<file path="config.mk">
export PLATFORM = sky130hd
export DESIGN_NAME = jt49_bus_master
export DESIGN_NICKNAME = d
export VERILOG_FILES = /design/src/rtl/jt49_bus_pkg.sv /design/src/rtl/jt49_bus_phase_timer.sv /design/src/rtl/jt49_bus_master.sv
export SDC_FILE = /design/constraint.sdc
export NUM_CORES = 1
export LEC_CHECK = 0
export ABC_AREA = 1
export CAP_MARGIN = 20
export CORE_ASPECT_RATIO = 1.25
export CORE_MARGIN = 5
export CORE_UTILIZATION = 42
export DETAILED_ROUTE_END_ITERATION = 7
export GPL_TIMING_DRIVEN = 0
export PLACE_DENSITY = 0.7
export SYNTH_ARGS = -nofsm -noshare
export SYNTH_HDL_FRONTEND = slang
export SYNTH_HIERARCHICAL = 1
export SYNTH_SLANG_ARGS = --single-unit
</file>
<file path="constraint.sdc">
create_clock -name clk -period 2.7 [get_ports clk]
set_clock_uncertainty 0.1 [all_clocks]
set_input_delay 0.405 -clock clk [delete_from_list [all_inputs] [get_ports clk]]
set_output_delay 0.405 -clock clk [all_outputs]
set_load 0.05 [all_outputs]
</file>
<file path="src/rtl/jt49_bus_pkg.sv">
// ---------------------------------------------------------------------------
// jt49_bus_pkg
// Shared definitions for the AY-3-8910 BDIR/BC1 bus master:
//   - FSM state encoding (IDLE, ADDR, GAP1, XFER, GAP2, DONE)
//   - 2-bit bus phase codes driven on {bdir,bc1}
//   - phase counter width
//   - bus_phase(): maps an FSM state (plus direction) to its pin phase
// ---------------------------------------------------------------------------
package jt49_bus_pkg;

   // Phase counter width; HOLD and GAP must fit as (value-1).
   localparam int CNT_W = 4;

   // {bdir,bc1} pin phases
   localparam logic [1:0] PH_INACT = 2'b00;
   localparam logic [1:0] PH_READ  = 2'b01;
   localparam logic [1:0] PH_WRITE = 2'b10;
   localparam logic [1:0] PH_LATCH = 2'b11;

   // FSM state encoding, kept as plain constants for legacy tool flows
   typedef logic [2:0] state_t;
   localparam state_t ST_IDLE = 3'd0;
   localparam state_t ST_ADDR = 3'd1;
   localparam state_t ST_GAP1 = 3'd2;
   localparam state_t ST_XFER = 3'd3;
   localparam state_t ST_GAP2 = 3'd4;
   localparam state_t ST_DONE = 3'd5;

   // Pin phase presented while the FSM sits in a given state.
   function automatic logic [1:0] bus_phase(input state_t st, input logic we);
      case (st)
         ST_ADDR: bus_phase = PH_LATCH;
         ST_XFER: bus_phase = we ? PH_WRITE : PH_READ;
         default: bus_phase = PH_INACT;
      endcase
   endfunction

endpackage

</file>
<file path="src/rtl/jt49_bus_phase_timer.sv">
// ---------------------------------------------------------------------------
// jt49_bus_phase_timer
// Loadable down-counter shared by every bus phase. A phase is entered with
// load=1 and load_val=(length-1); the phase ends on the cycle zero=1.
// Ports:
//   clk      in  system clock, rising edge
//   rst_n    in  asynchronous active-low reset
//   load     in  load load_val on the next edge (overrides counting)
//   load_val in  CNT_W-bit reload value
//   value    out current count
//   zero     out count is 0 (last cycle of the current phase)
// ---------------------------------------------------------------------------
module jt49_bus_phase_timer
   import jt49_bus_pkg::*;
(
   input  logic             clk,
   input  logic             rst_n,
   input  logic             load,
   input  logic [CNT_W-1:0] load_val,
   output logic [CNT_W-1:0] value,
   output logic             zero
);

   logic [CNT_W-1:0] cnt_q;
   logic [CNT_W-1:0] cnt_d;

   // Saturates at 0 so an idle FSM leaves the counter parked.
   always_comb begin
      cnt_d = cnt_q;
      if (load) begin
         cnt_d = load_val;
      end else if (cnt_q != '0) begin
         cnt_d = cnt_q - CNT_W'(1);
      end
   end

   always_ff @(posedge clk or negedge rst_n) begin
      if (!rst_n) begin
         cnt_q <= '0;
      end else begin
         cnt_q <= cnt_d;
      end
   end

   assign value = cnt_q;
   assign zero  = (cnt_q == '0);

endmodule

</file>
<file path="src/rtl/jt49_bus_master.sv">
// ---------------------------------------------------------------------------
// jt49_bus_master
// Initiator for the AY-3-8910 BDIR/BC1 bus. A single-cycle host request
// (req & ready) is turned into: address latch (11), gap (00), write (10) or
// read (01) phase, gap (00), then a one-cycle ack. All pin outputs are
// registered and decoded from the next state, so they change together with
// the FSM and nothing from req reaches the pins combinationally.
//
// Parameters:
//   HOLD    cycles per active phase (2..15)
//   GAP     inactive cycles after each active phase (1..15)
//   ADDR_HI chip-select nibble placed on bus_dout[7:4] while latching
//
// Ports:
//   clk, rst_n          clock (rising edge), async active-low reset
//   req, we, addr, wdata host request; fields sampled on accept
//   ready, ack, rdata   idle flag, end-of-sequence pulse, read result
//   bdir, bc1           PSG bus control pins
//   bus_dout, bus_oe    data/address to target and its output enable
//   bus_din             data from target
//
// Build option:
//   JT49_ADDR_CACHE_EN  remember the last latched address; a request to the
//                       same address skips ADDR and GAP1. Only reset
//                       invalidates the cached address.
// ---------------------------------------------------------------------------
module jt49_bus_master
   import jt49_bus_pkg::*;
#(
   parameter int unsigned HOLD    = 2,
   parameter int unsigned GAP     = 1,
   parameter logic [3:0]  ADDR_HI = 4'h0
) (
   input  logic       clk,
   input  logic       rst_n,
   input  logic       req,
   input  logic       we,
   input  logic [3:0] addr,
   input  logic [7:0] wdata,
   output logic       ready,
   output logic       ack,
   output logic [7:0] rdata,
   output logic       bdir,
   output logic       bc1,
   output logic [7:0] bus_dout,
   output logic       bus_oe,
   input  logic [7:0] bus_din
);

   localparam logic [CNT_W-1:0] HOLD_LD = CNT_W'(HOLD - 1);
   localparam logic [CNT_W-1:0] GAP_LD  = CNT_W'(GAP - 1);

   state_t           state_q, state_d;
   logic             we_q, we_d;
   logic [3:0]       addr_q, addr_d;
   logic [7:0]       wdata_q, wdata_d;
   logic [7:0]       rdata_q, rdata_d;
   logic             ready_q, ready_d;
   logic             ack_q, ack_d;
   logic [1:0]       ph_q, ph_d;
   logic [7:0]       dout_q, dout_d;
   logic             oe_q, oe_d;

   logic             tmr_load;
   logic [CNT_W-1:0] tmr_load_val;
   logic [CNT_W-1:0] tmr_value;
   logic             tmr_zero;

`ifdef JT49_ADDR_CACHE_EN
   logic             cvalid_q, cvalid_d;
`endif

   jt49_bus_phase_timer u_timer (
      .clk      (clk),
      .rst_n    (rst_n),
      .load     (tmr_load),
      .load_val (tmr_load_val),
      .value    (tmr_value),
      .zero     (tmr_zero)
   );

   always_comb begin
      state_d      = state_q;
      we_d         = we_q;
      addr_d       = addr_q;
      wdata_d      = wdata_q;
      rdata_d      = rdata_q;
      tmr_load     = 1'b0;
      tmr_load_val = HOLD_LD;
`ifdef JT49_ADDR_CACHE_EN
      cvalid_d     = cvalid_q;
`endif

      case (state_q)
         ST_IDLE: begin
            // ready is asserted exactly while in IDLE
            if (req) begin
               we_d         = we;
               addr_d       = addr;
               wdata_d      = wdata;
               tmr_load     = 1'b1;
               tmr_load_val = HOLD_LD;
`ifdef JT49_ADDR_CACHE_EN
               // Target still holds this register number: go straight to data.
               cvalid_d     = 1'b1;
               state_d      = (cvalid_q && (addr == addr_q)) ? ST_XFER : ST_ADDR;
`else
               state_d      = ST_ADDR;
`endif
            end
         end
         ST_ADDR: begin
            if (tmr_zero) begin
               state_d      = ST_GAP1;
               tmr_load     = 1'b1;
               tmr_load_val = GAP_LD;
            end
         end
         ST_GAP1: begin
            if (tmr_zero) begin
               state_d      = ST_XFER;
               tmr_load     = 1'b1;
               tmr_load_val = HOLD_LD;
            end
         end
         ST_XFER: begin
            // Sample the target as late as possible in the read phase.
            if (!we_q && (tmr_value == '0)) begin
               rdata_d = bus_din;
            end
            if (tmr_zero) begin
               state_d      = ST_GAP2;
               tmr_load     = 1'b1;
               tmr_load_val = GAP_LD;
            end
         end
         ST_GAP2: begin
            if (tmr_zero) begin
               state_d = ST_DONE;
            end
         end
         ST_DONE: begin
            state_d = ST_IDLE;
         end
         default: begin
            state_d = ST_IDLE;
         end
      endcase

      // Outputs follow the state being entered so they are registered
      // alongside it rather than lagging by a cycle.
      ph_d    = bus_phase(state_d, we_d);
      oe_d    = (state_d == ST_ADDR) || ((state_d == ST_XFER) && we_d);
      dout_d  = '0;
      if (state_d == ST_ADDR) begin
         dout_d = {ADDR_HI, addr_d};
      end else if ((state_d == ST_XFER) && we_d) begin
         dout_d = wdata_d;
      end
      ready_d = (state_d == ST_IDLE);
      ack_d   = (state_d == ST_DONE);
   end

   always_ff @(posedge clk or negedge rst_n) begin
      if (!rst_n) begin
         state_q <= ST_IDLE;
         we_q    <= 1'b0;
         addr_q  <= '0;
         wdata_q <= '0;
         rdata_q <= '0;
         ready_q <= 1'b1;
         ack_q   <= 1'b0;
         ph_q    <= PH_INACT;
         dout_q  <= '0;
         oe_q    <= 1'b0;
      end else begin
         state_q <= state_d;
         we_q    <= we_d;
         addr_q  <= addr_d;
         wdata_q <= wdata_d;
         rdata_q <= rdata_d;
         ready_q <= ready_d;
         ack_q   <= ack_d;
         ph_q    <= ph_d;
         dout_q  <= dout_d;
         oe_q    <= oe_d;
      end
   end

`ifdef JT49_ADDR_CACHE_EN
   always_ff @(posedge clk or negedge rst_n) begin
      if (!rst_n) begin
         cvalid_q <= 1'b0;
      end else begin
         cvalid_q <= cvalid_d;
      end
   end
`endif

   assign ready    = ready_q;
   assign ack      = ack_q;
   assign rdata    = rdata_q;
   assign bdir     = ph_q[1];
   assign bc1      = ph_q[0];
   assign bus_dout = dout_q;
   assign bus_oe   = oe_q;

endmodule

</file>
==> flow_summary.yaml <==
pwr:
  seqPwrFrac_pct: 33.3
  swShare_pct: 44.7
  clockPowerShare_pct: 15.9
  pwr_density_cell_nw_per_um2: 1260
  finalPower_mw: 3.03
  p_leak_nw: 1.17
  pwr-share-comb_pct: 50.8
  p_switching_mw: 1.36
  ir_drop_uv: 485
  p_int_mw: 1.68
logic_synthesis:
  avgSynthCellArea_um2: 9.18
  synth.area.top_cells: "dfrtp_1 57%, nand2_1 15%, nand3_1 4.0%"
  ys_types: 26
  synthCells: 192
  synthArstFlopShare_pct: 100
  yosysWarnings: 6
  synth_edf_count: 0
  synth.cell_area_um2: 1760
  synthTopCellsByCount: "70 x nand2_1, 40 x dfrtp_1, 18 x inv_1, 14 x nand3_1, 10 x o21ai_0"
  synth-main-ff-cell: "dfrtp_1"
  yosysMostFrequentCell: "nand2_1"
  synth_top_area_share_pct: 56.8
  ys_ff_latch: 41
  yosysSeqAreaShare_pct: 58.3
  synth_top_area_cell: "dfrtp_1"
cts:
  post_cts_buffers: 0
  path_clk_slew_ns: 0.08
  clk_latency_ns: 0.29
  cts_made_buffers: 5
  cts_buffer_depth: 2
  cts_sinks: 41
  cts-root-buf: "clkbuf_8"
  cts_tree: "done"
  cts_max_level: 2
outcome:
  status: "finished clean"
floorplan:
  io_pins: 45
  fp.dieW_um: 68.0
  die_h_um: 82.4
  core_um2: 4070
  num_rows: 26
  fp.dieArea_um2: 5600
  start_util_pct: 43.4
grt:
  antenna_found_initial: 0
  grt_overflow: 0
  grt_max_degree: 41
  grtUsageTotal_pct: 14.6
  grt_first_pass_wirelength_um: 6190
  grt_pass1_vias: 1384
routing:
  vias_per_cell: 4.51
  drtIter0Drc: 47
  dr_total_vias: 1370
  avgRoutedWirePerCell_um: 11.7
  wirelength_um: 3560
  drcViolationCount: 0
  first_pass_iters: 4
  ant_nets: 0
sta:
  grt_setup_unrepaired: "no"
  drv_slew: 0
  slew_headroom_pct: 47.4
  period_needed_ns: 2.24
  hold_viol: 0
  fin_crit_sh_pct: 83.0
  max_slew.worst_pin.slew_ns: 0.782
  max_freq_ghz: 0.446
  fin_tns_setup_ns: 0
  hold_ws_ns: 0.339
  setup_viol: 0
min_path:
  hp-class: "input pin to asynchronous set/reset pin"
place:
  gp_congestion: 0.775
  io_buffers: 44
  hpwl_um: 2610
  dpl.cell_count: 295
cells_and_area:
  final-instance-count-excl-fill: 304
  utilization_pct: 59.4
  area_delta_synth_final_pct: 36.9
  drive_above_1_share_pct: 10.1
  nets: 272
  antenna_cells: 0
worst_setup_path:
  endpoint_kind: "register"
  r2r_end: "u_timer/value[3]$_DFFE_PN0P_"
  worstSetupStartpointType: "register"
  r2r_setup_slack_ns: 0.46
  reg2reg_from: "u_timer/value[0]$_DFFE_PN0P_"
  crit_required_ns: 2.79
  r2r_cells: 11
  crit_type: "register to register"
  cp_max_fo: 7
  crit_arrival_ns: 2.33
flow_run:
  drv_cap: 0
[per-layer routing]
| layer | up-vias | global-route usage (%) | wire length [um] |
|---|---|---|---|
| met1 | 615 | 18.0 | 1530 |
| met5 | - | 0 | 0 |
| met3 | 5 | 3.92 | 232 |
| li1 | 715 | - | - |
| met4 | 0 | 4.77 | 50 |
| met2 | 35 | 24.7 | 1750 |
[stage by stage]
stage	setup WS [ns]	area, um^2
after global routing	0.214	2410
after detailed placement	0.495	2300
after CTS	0.476	2410
final	0.459	2410
after global placement	0.0798	2280
after floorplan	0.822	1770
[repair_timing]
action / CTS / global route
hold endpoints to repair: 14 / 0
hold buffers: 1 / 0
gates resized for setup: 0 / 0
[worst max path at each step]
stage                                       from                           end  slack (ns)  cells past startpoint
floorplan           u_timer/value[0]$_DFFE_PN0P_  u_timer/value[3]$_DFFE_PN0P_        0.82                     11
global placement                           rst_n         bus_dout[2]$_DFF_PN0_        0.08                      1
detailed placement  u_timer/value[0]$_DFFE_PN0P_  u_timer/value[3]$_DFFE_PN0P_        0.50                     11
CTS                 u_timer/value[0]$_DFFE_PN0P_  u_timer/value[3]$_DFFE_PN0P_        0.48                     11
global route        u_timer/value[0]$_DFFE_PN0P_  u_timer/value[1]$_DFFE_PN0P_        0.21                     10
finish              u_timer/value[0]$_DFFE_PN0P_  u_timer/value[3]$_DFFE_PN0P_        0.46                     11
[kinds of logic (layout without fill, tap and decap cells)]
| logic type | after synthesis | in the layout | share of synthesized area (%) |
|---|---|---|---|
| AND/OR/NAND/NOR | 109 | 109 | 28.1 |
| flip-flops | 41 | 41 | 58.3 |
| buffers and inverters | 23 | 77 | 6.17 |
| AO/OA/AOI/OAI | 15 | 15 | 5.54 |
| XOR/XNOR | 2 | 2 | 0.994 |
| adder cells (fa/ha/maj) | 1 | 1 | 0.710 |
| other | 1 | 3 | 0.213 |
[registers in the layout (all words and copies together), names as in the netlist]
register,count
u_timer/value,4
addr_q,4
ph_q,2
state_q,3
rdata,8
wdata_q,8
we_q,1
bus_dout,8
bus_oe,1
ready,1
ack,1
[cells in the final DEF (no fill, tap or decap)]
cell / instances
nand2_1: 70
clkdlybuf4s50_1: 43
dfrtp_1: 40
inv_1: 18
nand3_1: 14
o21ai_0: 10
nor2_1: 7
nand4_1: 5
nor3_1: 5
clkbuf_8: 5
a21oi_1: 3
conb_1: 3
buf_4: 2
buf_6: 2
nand2_2: 2
nor2_4: 1
nand3_4: 1
inv_2: 1
xor2_1: 1
a21oi_4: 1
o21ai_4: 1
nor4_2: 1
nor3_2: 1
bufinv_16: 1
clkinv_2: 1
clkbuf_1: 1
dlygate4sd3_1: 1
buf_2: 1
buf_12: 1
dfstp_2: 1
nor2_2: 1
nand3_2: 1
xnor2_1: 1
ha_1: 1
[worst max-delay path, cell delays in order (launching register included)]
cell     delay, ns
dfrtp_1       0.41
inv_1         0.12
ha_1          0.24
nand2_1       0.10
inv_1         0.12
nand2_1       0.06
o21ai_0       0.56
inv_1         0.16
nand2_1       0.12
inv_1         0.05
nand2_1       0.05
nand2_1       0.04
[area by class of cell]
class | instances | area, um^2
clock buffers | 6 | 72.6
fillers | 376 | 1650
multi-input cells | 130 | 634
repair buffers | 46 | 465
plain buffers | 4 | 37.5
inverters | 19 | 71.3
well taps | 56 | 70.1
flip-flops and latches | 41 | 1030
clock inverters | 2 | 35.0
[power by group through the flow]
stage / Combinational, mW / Sequential, mW / Clock (mW)
2_1_floorplan: 0.729 / 1.39 / 0
3_3_place_gp: 1.52 / 1.02 / 0
3_5_place_dp: 1.54 / 1.03 / 0
4_1_cts: 1.55 / 1.01 / 0.488
5_1_grt: 1.71 / 1.04 / 0.515
6_report: 1.54 / 1.01 / 0.482
Note: power is estimated with default switching activity, not from simulation.
